--- src/rtl/risc_pkg.sv ---
// Shared definitions for the writeback stage.
// Contents:
//   XLEN     - default register data width
//   NREG     - default number of architectural registers
//   REG_IDX_W - register index width derived from NREG
//   wb_src_e - identifies which result source owns a writeback grant
package risc_pkg;

   localparam int XLEN      = 32;
   localparam int NREG      = 32;
   localparam int REG_IDX_W = $clog2(NREG);

   typedef enum logic {
      SRC_ALU = 1'b0,
      SRC_MEM = 1'b1
   } wb_src_e;

endpackage

--- src/rtl/wb_slot.sv ---
// One-entry holding register with valid/ready on the input side and a grant
// input that drains the entry. A new entry may be accepted in the same
// cycle the held one is granted, giving one transfer per cycle.
// Ports:
//   clk, rst          - clock, asynchronous active-high reset
//   in_valid/in_ready - offer handshake (transfer when both high at edge)
//   in_rd, in_dat     - offered destination index and data
//   grant             - the held entry is consumed at the next edge
//   full              - slot currently holds an entry
//   rd, dat           - held destination index and data
module wb_slot #(
   parameter int XLEN = 32,
   parameter int IDX_W = 5
) (
   input  logic             clk,
   input  logic             rst,
   input  logic             in_valid,
   output logic             in_ready,
   input  logic [IDX_W-1:0] in_rd,
   input  logic [XLEN-1:0]  in_dat,
   input  logic             grant,
   output logic             full,
   output logic [IDX_W-1:0] rd,
   output logic [XLEN-1:0]  dat
);

   logic             full_r;
   logic [IDX_W-1:0] rd_r;
   logic [XLEN-1:0]  dat_r;
   logic             accept_s;

   // Ready whenever the slot is empty or its entry leaves this cycle.
   always_comb begin
      in_ready = ~full_r | grant;
      accept_s = in_valid & in_ready;
   end

   // Slot occupancy and payload storage.
   always_ff @(posedge clk or posedge rst) begin
      if (rst) begin
         full_r <= 1'b0;
         rd_r   <= '0;
         dat_r  <= '0;
      end else if (accept_s) begin
         full_r <= 1'b1;
         rd_r   <= in_rd;
         dat_r  <= in_dat;
      end else if (grant) begin
         full_r <= 1'b0;
      end else begin
         full_r <= full_r;
      end
   end

   assign full = full_r;
   assign rd   = rd_r;
   assign dat  = dat_r;

endmodule

--- src/rtl/reg_writeback.sv ---
// Register-file writeback arbiter with a pending-write scoreboard.
// ALU and load results each land in their own one-entry slot; one slot is
// granted per cycle (round-robin on ties) and drives a registered
// register-file write port. A busy bit per register tracks issued but not
// yet committed writes.
// Ports:
//   clk, rst                      - clock, asynchronous active-high reset
//   alu_valid/alu_ready/rd/dat    - ALU result offer
//   mem_valid/mem_ready/rd/dat    - load result offer
//   iss_valid/iss_rd              - issue marks iss_rd busy
//   q_reg0/q_reg1, busy0/busy1    - scoreboard queries (registered state only)
//   w_reg/w_dat/write             - registered register-file write port
module reg_writeback #(
   parameter int XLEN = risc_pkg::XLEN,
   parameter int NREG = risc_pkg::NREG
) (
   input  logic                    clk,
   input  logic                    rst,
   input  logic                    alu_valid,
   input  logic [$clog2(NREG)-1:0] alu_rd,
   input  logic [XLEN-1:0]         alu_dat,
   output logic                    alu_ready,
   input  logic                    mem_valid,
   input  logic [$clog2(NREG)-1:0] mem_rd,
   input  logic [XLEN-1:0]         mem_dat,
   output logic                    mem_ready,
   input  logic                    iss_valid,
   input  logic [$clog2(NREG)-1:0] iss_rd,
   input  logic [$clog2(NREG)-1:0] q_reg0,
   input  logic [$clog2(NREG)-1:0] q_reg1,
   output logic                    busy0,
   output logic                    busy1,
   output logic [$clog2(NREG)-1:0] w_reg,
   output logic [XLEN-1:0]         w_dat,
   output logic                    write
);

   import risc_pkg::*;

   localparam int IDX_W = $clog2(NREG);

   logic             alu_full_s;
   logic [IDX_W-1:0] alu_q_rd_s;
   logic [XLEN-1:0]  alu_q_dat_s;
   logic             mem_full_s;
   logic [IDX_W-1:0] mem_q_rd_s;
   logic [XLEN-1:0]  mem_q_dat_s;

   logic             gnt_alu_s;
   logic             gnt_mem_s;
   logic             gnt_any_s;
   logic [IDX_W-1:0] sel_rd_s;
   logic [XLEN-1:0]  sel_dat_s;
   wb_src_e          last_grant_r;

   logic             write_r;
   logic [IDX_W-1:0] w_reg_r;
   logic [XLEN-1:0]  w_dat_r;

   logic [NREG-1:0]  busy_r;
   logic [NREG-1:0]  set_mask_s;
   logic [NREG-1:0]  clr_mask_s;
   logic [NREG-1:0]  busy_nxt_s;

   wb_slot #(.XLEN(XLEN), .IDX_W(IDX_W)) u_alu_slot (
      .clk      (clk),
      .rst      (rst),
      .in_valid (alu_valid),
      .in_ready (alu_ready),
      .in_rd    (alu_rd),
      .in_dat   (alu_dat),
      .grant    (gnt_alu_s),
      .full     (alu_full_s),
      .rd       (alu_q_rd_s),
      .dat      (alu_q_dat_s)
   );

   wb_slot #(.XLEN(XLEN), .IDX_W(IDX_W)) u_mem_slot (
      .clk      (clk),
      .rst      (rst),
      .in_valid (mem_valid),
      .in_ready (mem_ready),
      .in_rd    (mem_rd),
      .in_dat   (mem_dat),
      .grant    (gnt_mem_s),
      .full     (mem_full_s),
      .rd       (mem_q_rd_s),
      .dat      (mem_q_dat_s)
   );

   // Single-winner arbitration; on a tie the source not granted last wins.
   always_comb begin
      gnt_alu_s = 1'b0;
      gnt_mem_s = 1'b0;
      case ({alu_full_s, mem_full_s})
         2'b10: gnt_alu_s = 1'b1;
         2'b01: gnt_mem_s = 1'b1;
         2'b11: begin
            if (last_grant_r == SRC_ALU) begin
               gnt_mem_s = 1'b1;
            end else begin
               gnt_alu_s = 1'b1;
            end
         end
         default: begin
            gnt_alu_s = 1'b0;
            gnt_mem_s = 1'b0;
         end
      endcase
   end

   // Route the granted slot's payload toward the write port.
   always_comb begin
      gnt_any_s = gnt_alu_s | gnt_mem_s;
      if (gnt_mem_s) begin
         sel_rd_s  = mem_q_rd_s;
         sel_dat_s = mem_q_dat_s;
      end else begin
         sel_rd_s  = alu_q_rd_s;
         sel_dat_s = alu_q_dat_s;
      end
   end

   // Remember which source was granted most recently for tie-breaking.
   always_ff @(posedge clk or posedge rst) begin
      if (rst) begin
         last_grant_r <= SRC_ALU;
      end else if (gnt_alu_s) begin
         last_grant_r <= SRC_ALU;
      end else if (gnt_mem_s) begin
         last_grant_r <= SRC_MEM;
      end else begin
         last_grant_r <= last_grant_r;
      end
   end

   // Registered write port; x0 entries drain without producing a write and
   // leave w_reg/w_dat at their last committed values.
   always_ff @(posedge clk or posedge rst) begin
      if (rst) begin
         write_r <= 1'b0;
         w_reg_r <= '0;
         w_dat_r <= '0;
      end else if (gnt_any_s && (sel_rd_s != '0)) begin
         write_r <= 1'b1;
         w_reg_r <= sel_rd_s;
         w_dat_r <= sel_dat_s;
      end else begin
         write_r <= 1'b0;
      end
   end

   // Scoreboard next state: a same-edge issue overrides the commit clear.
   always_comb begin
      set_mask_s = (iss_valid && (iss_rd != '0))
                   ? ({{(NREG-1){1'b0}}, 1'b1} << iss_rd) : '0;
      clr_mask_s = write_r ? ({{(NREG-1){1'b0}}, 1'b1} << w_reg_r) : '0;
      busy_nxt_s = ((busy_r & ~clr_mask_s) | set_mask_s)
                   & ~{{(NREG-1){1'b0}}, 1'b1};
   end

   // Scoreboard state register.
   always_ff @(posedge clk or posedge rst) begin
      if (rst) begin
         busy_r <= '0;
      end else begin
         busy_r <= busy_nxt_s;
      end
   end

   assign busy0 = busy_r[q_reg0];
   assign busy1 = busy_r[q_reg1];
   assign write = write_r;
   assign w_reg = w_reg_r;
   assign w_dat = w_dat_r;

endmodule
--- config.mk ---
export PLATFORM = sky130hd
export DESIGN_NAME = reg_writeback
export DESIGN_NICKNAME = d
export VERILOG_FILES = /design/src/rtl/risc_pkg.sv /design/src/rtl/wb_slot.sv /design/src/rtl/reg_writeback.sv
export SDC_FILE = /design/constraint.sdc
export NUM_CORES = 1
export LEC_CHECK = 0
export BUFFER_PORTS_ARGS = -buffer_cell sky130_fd_sc_hd__buf_2
export CAP_MARGIN = 0
export CORE_MARGIN = 2
export CORE_UTILIZATION = 51
export DETAILED_ROUTE_END_ITERATION = 8
export PLACE_DENSITY = 0.78
export SYNTH_ARGS = -nofsm -noshare
export SYNTH_HDL_FRONTEND = slang
export SYNTH_SLANG_ARGS = --single-unit
--- constraint.sdc ---
create_clock -name clk -period 5.9 [get_ports clk]
set_clock_uncertainty 0.2 [all_clocks]
set_input_delay 0.295 -clock clk [delete_from_list [all_inputs] [get_ports clk]]
set_output_delay 0.295 -clock clk [all_outputs]
set_load 0.02 [all_outputs]
==> results of run 1 <==
==> through the flow <==
step	hold WS [ps]	instances	setup WS, ps	area, µm²
after CTS	82.1	904	2830	8870
final	106	904	2830	8870
after floorplan	191	500	1480	6620
after global routing	120	904	2730	8870
after global placement	178	793	2920	7450
after detailed placement	187	793	2850	7450
==> how the worst min path moves through the flow <==
stage | startpoint | depth (start not counted) | slack (ps) | end
final | iss_rd[1] | 3 | 110 | busy_r[26]$_DFF_PP0_
after global routing | iss_rd[1] | 3 | 120 | busy_r[2]$_DFF_PP0_
after CTS | iss_rd[4] | 3 | 80 | busy_r[5]$_DFF_PP0_
after detailed placement | rst | 2 | 190 | u_mem_slot.dat[9]$_DFFE_PP0P_
after global placement | rst | 2 | 180 | u_mem_slot.dat[9]$_DFFE_PP0P_
after floorplan | iss_rd[4] | 1 | 190 | busy_r[4]$_DFF_PP0_
==> synth_stat cells <==
library cell  number
dfrtp_1          146
mux2_2           139
o21ai_0           64
mux2i_1           23
nand3_1           15
nand2_1           14
a21oi_1            8
nor2_1             8
nand2b_1           7
nor2b_1            7
buf_2              6
clkbuf_1           6
inv_1              6
mux4_2             6
nand3b_1           6
a22oi_1            4
buf_6              3
nand4_1            3
nor3_1             3
a211oi_1           2
buf_1              2
buf_4              2
nor4_1             2
o2111ai_1          2
o211ai_1           2
o221ai_1           2
o22ai_1            2
or3b_2             2
a21boi_2           1
a21oi_4            1
mux2_1             1
nor3b_1            1
o41ai_1            1
or2_0              1
or3_1              1
or4b_2             1
==> area by class of cell <==
| class | count | area [µm²] |
|---|---|---|
| fillers | 884 | 3750 |
| flip-flops and latches | 146 | 3650 |
| multi-input cells | 329 | 2840 |
| repair buffers | 219 | 1500 |
| clock buffers | 18 | 429 |
| well taps | 172 | 215 |
| clock inverters | 14 | 203 |
| inverters | 6 | 27.5 |
==> per-layer routing <==
layer	vias up	GRT usage, %	share of wire [%]
met5	-	0	0
met3	43	7.61	6.4
li1	2288	-	-
met2	199	47.6	54
met4	0	9.94	2.5
met1	2557	28.7	37
==> where the power goes <==
group	switching, mW	total, mW	internal (mW)
clock	0.426	1.14	0.713
sequential	0.298	1.68	1.39
combinational	0.705	1.37	0.663
total	1.43	4.19	2.76
==> what timing repair did <==
| item | CTS | global route |
|---|---|---|
| endpoints found under the setup margin | 0 | 0 |
| hold endpoints to repair | 137 | 0 |
| hold buffers | 79 | 0 |
==> worst min-delay path: cells and delay by family <==
family | cells | cell delay, ps
AOI/OAI and AO/OA | 1 | 90
and+or+nand+nor | 1 | 150
buffers and inverters | 1 | 130
==> cell families (layout without fill, tap and decap cells) <==
family	Yosys count	after routing
buffers and inverters	25	257
multiplexers	169	169
AND/OR/NAND/NOR	71	71
flip-flops	146	146
AO/OA/AOI/OAI	89	89
==> results.yml, run 1 <==
logic_synthesis:
  syn_avg_cell_area_um2: 13.2
  synth_top_family_by_area: "multiplexers"
  synth_fa_ha_area_share_pct: 0
  ys_warn_count: 0
  synth_cell_types: 36
  syn_inst: 500
  synth.mux.area_fraction_pct: 29.4
  synthesis.nets: 594
  synth_top_area_share_pct: 55.2
  synth_top_area_cell: "dfrtp_1"
  synth_compound_gate_area_share_pct: 7.62
  synth.area.top_cells: "dfrtp_1, mux2_2, o21ai_0"
  ys_seq_area_share_pct: 55.2
  synthSimpleGateAreaFrac_pct: 5.81
  ys_ff_latch: 146
  synth_xor_area_share_pct: 0
  netlist_area_um2: 6620
detailed_routing:
  via_count: 5087
  drtPass1Iterations: 5
  drt-total-wl_um: 17500
  ant_nets: 0
  route.detailed.drc: 0
  viasPerCell: 5.63
  wl_per_cell_um: 19.3
  drt_iter0_markers: 302
global_routing:
  grt_pass1_wl_um: 28500
  grt_pass1_vias: 5610
  antenna_found_initial: 0
  gr-total-overflow: 0
  grt_max_degree: 87
  grtUsageTotal_pct: 26.1
floorplan:
  die_h_um: 118
  start_util_pct: 52.4
  dieArea_um2: 13900
  coreArea_um2: 12600
  num_rows: 41
  die_w_um: 118
  num_io_pins: 136
critical_path:
  rrSetupSlack_ps: 2830
  critical_path_class: "reg -> reg"
  cp.required_ps: 5990
  cpLargestDelayFamily: "buffers and inverters"
  cp_cell_sequence: "a21boi_4, buf_4, mux2_2, a21oi_4, buf_4, mux2_2"
  cp.depth: 6
  startpoint_type: "register"
  cp.buffers_inverters: 2
  ff2ff_path_depth: 6
  cp_slowest_stage_delay_ps: 510
  worstPathArrival_ps: 3170
  startpoint: "last_grant_r$_DFFE_PP0P_"
  cpMaxStageDelayCell: "buf_4"
  end_kind: "register"
  reg2reg_to: "w_dat[29]$_DFFE_PP0P_"
  cp_max_fo: 41
  cp-endpoint: "w_dat[29]$_DFFE_PP0P_"
  reg2reg_from: "last_grant_r$_DFFE_PP0P_"
layout:
  final_layout_size_suffix_gt1_share_pct: 44.0
  final_cell_mix: "dfrtp_1, mux2_2, buf_2, dlygate4sd3_1, o21ai_0"
  area_growth_syn_to_layout_pct: 34.1
  nets: 813
  utilization_pct: 70.3
  diodes: 0
  final_common_cell: "dfrtp_1"
clock_tree:
  cts_tree: "yes"
  cts_resized: 0
  clk_latency_ps: 410
  post_cts_buffers: 0
  cts-root-buf: "clkbuf_16"
  clock_path_buffers: 2
  clk_pin_slew_worst_paths_ps: 60
  clkSinkCount: 146
  htreeDepth: 4
  cts_buffers: 17
place:
  hpwl_um: 10500
  portBuffers: 135
  gp_congestion: 0.909
hold_path:
  hold_path_class: "in -> reg"
timing:
  fin_tns_setup_ps: 0
  finalSetupViolations: 0
  drv_slew: 0
  grt_setup_unrepaired: "false"
  fmax_ghz: 0.325
  period_needed_ps: 3070
  period_share_pct: 52.1
  relSlewSlack_pct: 31.0
  finalHoldViolations: 0
  worst_pin_slew_ps: 1040
pwr:
  p_leak_nw: 3.87
  power_mw: 4.19
  power_density_nw_per_um2: 472
  ir_drop_mv: 0.295
run:
  max-cap-violations: 0
run_status:
  outcome: "finished, final reports clean"
Power figures use the tool's default switching activity.
==> run 2: changes to the inputs <==
Settings changed: CORE_UTILIZATION 51 to 50, PLACE_DENSITY 0.78 to 0.8.
Clock period 5.9 ns to 2.64 ns, I/O delays scaled along.
==> run 2 against run 1 <==
Effect of this change:
- non-clock buffer count is 12 higher
- critical path depth stayed put
- sequential share of layout area is 0.90 points lower
- flip-flop and latch count stayed put
- total power is 130% higher
- die area is 1.9% higher
- clock-buffer cell count is 3 higher
- clock power is 130% higher
- wire length is 3.8% higher
- first-iteration DRC count is 21% lower
- register-to-register slack worse by 2400 ps
==> results.yml, run 2 (synthesized netlist as in run 1, its figures left out) <==
place:
  portBuffers: 135
  hpwl_um: 10900
  preCtsSetupSlack_ps: 449
  gp_congestion: 0.961
  dpl_cell_area_um2: 7550
timing:
  period_needed_ps: 2260
  layout_setup_ws_ps: 376
  finalSetupViolations: 0
  period_share_pct: 85.7
  fin_tns_setup_ps: 0
  relSlewSlack_pct: 41.9
  grt_setup_unrepaired: "false"
  fmax_ghz: 0.442
  finalHoldViolations: 0
  drv_slew: 0
  worst_pin_slew_ps: 869
detailed_routing:
  drt-total-wl_um: 18100
  route.detailed.drc: 0
  wl_per_cell_um: 19.7
  viasPerCell: 5.59
  drt_iter0_markers: 240
  via_count: 5152
  drtPass1Iterations: 4
  ant_nets: 0
critical_path:
  cp_max_fo: 8
  startpoint_type: "primary input"
  ff2ff_path_depth: 4
  worstPathArrival_ps: 2410
  end_kind: "register"
  reg2reg_from: "last_grant_r$_DFFE_PP0P_"
  critical_path_class: "in -> reg"
  reg2reg_to: "w_dat[22]$_DFFE_PP0P_"
  rrSetupSlack_ps: 400
  cp.required_ps: 2790
layout:
  final_cell_area_um2: 9070
  regArea_um2: 3650
  final_cell_mix: "dfrtp_1, mux2_2, buf_2, dlygate4sd3_1, o21ai_0"
  multi_input_area_um2: 2840
  final_common_cell: "dfrtp_1"
  area_growth_syn_to_layout_pct: 37.1
  nFillCells: 863
  final_layout_size_suffix_gt1_share_pct: 44.1
  nets: 825
clock_tree:
  post_cts_buffers: 0
  clk_pin_slew_worst_paths_ps: 60
  htreeDepth: 4
  clk_latency_ps: 420
  holdBufCountCts: 87
  cts-root-buf: "clkbuf_16"
  cts_buffers: 17
  clock_path_buffers: 2
  cts_tree: "yes"
  cts_resized: 0
  clkSinkCount: 146
floorplan:
  dieArea_um2: 14200
  die_h_um: 119
  start_util_pct: 50.6
  num_io_pins: 136
  die_w_um: 119
  coreArea_um2: 13100
  num_rows: 42
hold_path:
  min_from: "iss_valid"
  hold_path_class: "in -> reg"
  min_path_cells: 4
  min_to: "busy_r[7]$_DFF_PP0_"
global_routing:
  antenna_found_initial: 1
  grtUsageTotal_pct: 26.6
  gr-total-overflow: 0
  grt_max_degree: 45
  grt_pass1_vias: 5589
  grt_pass1_wl_um: 28900
pwr:
  power_density_nw_per_um2: 1050
  ir_drop_mv: 0.516
  p_leak_nw: 3.96
run:
  max-cap-violations: 0
run_status:
  outcome: "finished, final reports clean"
-- run 2: cell count changes in the layout (fill, tap and decap cells not counted), sizes merged --
cell | before | now
dlygate4sd3 | 79 | 87
buf | 140 | 144
clkbuf | 18 | 21
inv | 9 | 7
clkinvlp | 4 | 3
diode | 0 | 1
-- run 2: how the worst max path moves through the flow --
stage	from	end	slack [ps]	cells past startpoint
2_1_floorplan	rst	busy_r[10]$_DFF_PP0_	470	1
3_3_place_gp	last_grant_r$_DFFE_PP0P_	w_dat[28]$_DFFE_PP0P_	500	5
3_5_place_dp	last_grant_r$_DFFE_PP0P_	w_dat[20]$_DFFE_PP0P_	450	5
6_report	iss_rd[0]	busy_r[6]$_DFF_PP0_	380	6
5_1_grt	iss_rd[0]	busy_r[6]$_DFF_PP0_	240	6
4_1_cts	iss_rd[0]	busy_r[6]$_DFF_PP0_	400	6
-- run 2: power breakdown --
part | internal (mW) | switching (mW) | total (mW)
clock | 1.67 | 0.943 | 2.61
combinational | 1.54 | 1.62 | 3.17
sequential | 3.10 | 0.654 | 3.75
-- run 2: final cells by class --
type                            count  share of cell area [%]
Inverter                            6                   0.290
Multi-Input combinational cell    329                    31.4
Timing Repair Buffer              231                    18.5
Clock inverter                     11                    1.93
Antenna cell                        1                  0.0276
Tap cell                          176                    2.43
Sequential cell                   146                    40.3
Clock buffer                       21                    5.19
-- run 2: critical path, stage by stage --
cell	delay (ps)
dlygate4sd3_1	520
buf_2	170
or3_1	180
or4b_2	680
o21ai_0	170
dlygate4sd3_1	560
-- run 2: metal layers --
layer	part of all wire [%]	vias to the layer above	global-route usage [%]
met5	0	-	0
met4	3.6	0	12.1
met3	6.0	56	7.42
met2	53	207	48.1
met1	37	2579	28.9
li1	-	2310	-
-- run 2: stage by stage --
stage | total power [mW] | std cells | util, % | hold WS (ps)
finish | 9.53 | 921 | 69.3 | 23.9
global route | 9.99 | 921 | 69.3 | 31.1
CTS | 9.44 | 920 | 69.3 | 2.84
detailed placement | 6.68 | 801 | 57.7 | 156
global placement | 6.51 | 801 | 57.7 | 130
floorplan | 5.68 | 500 | - | 27.9
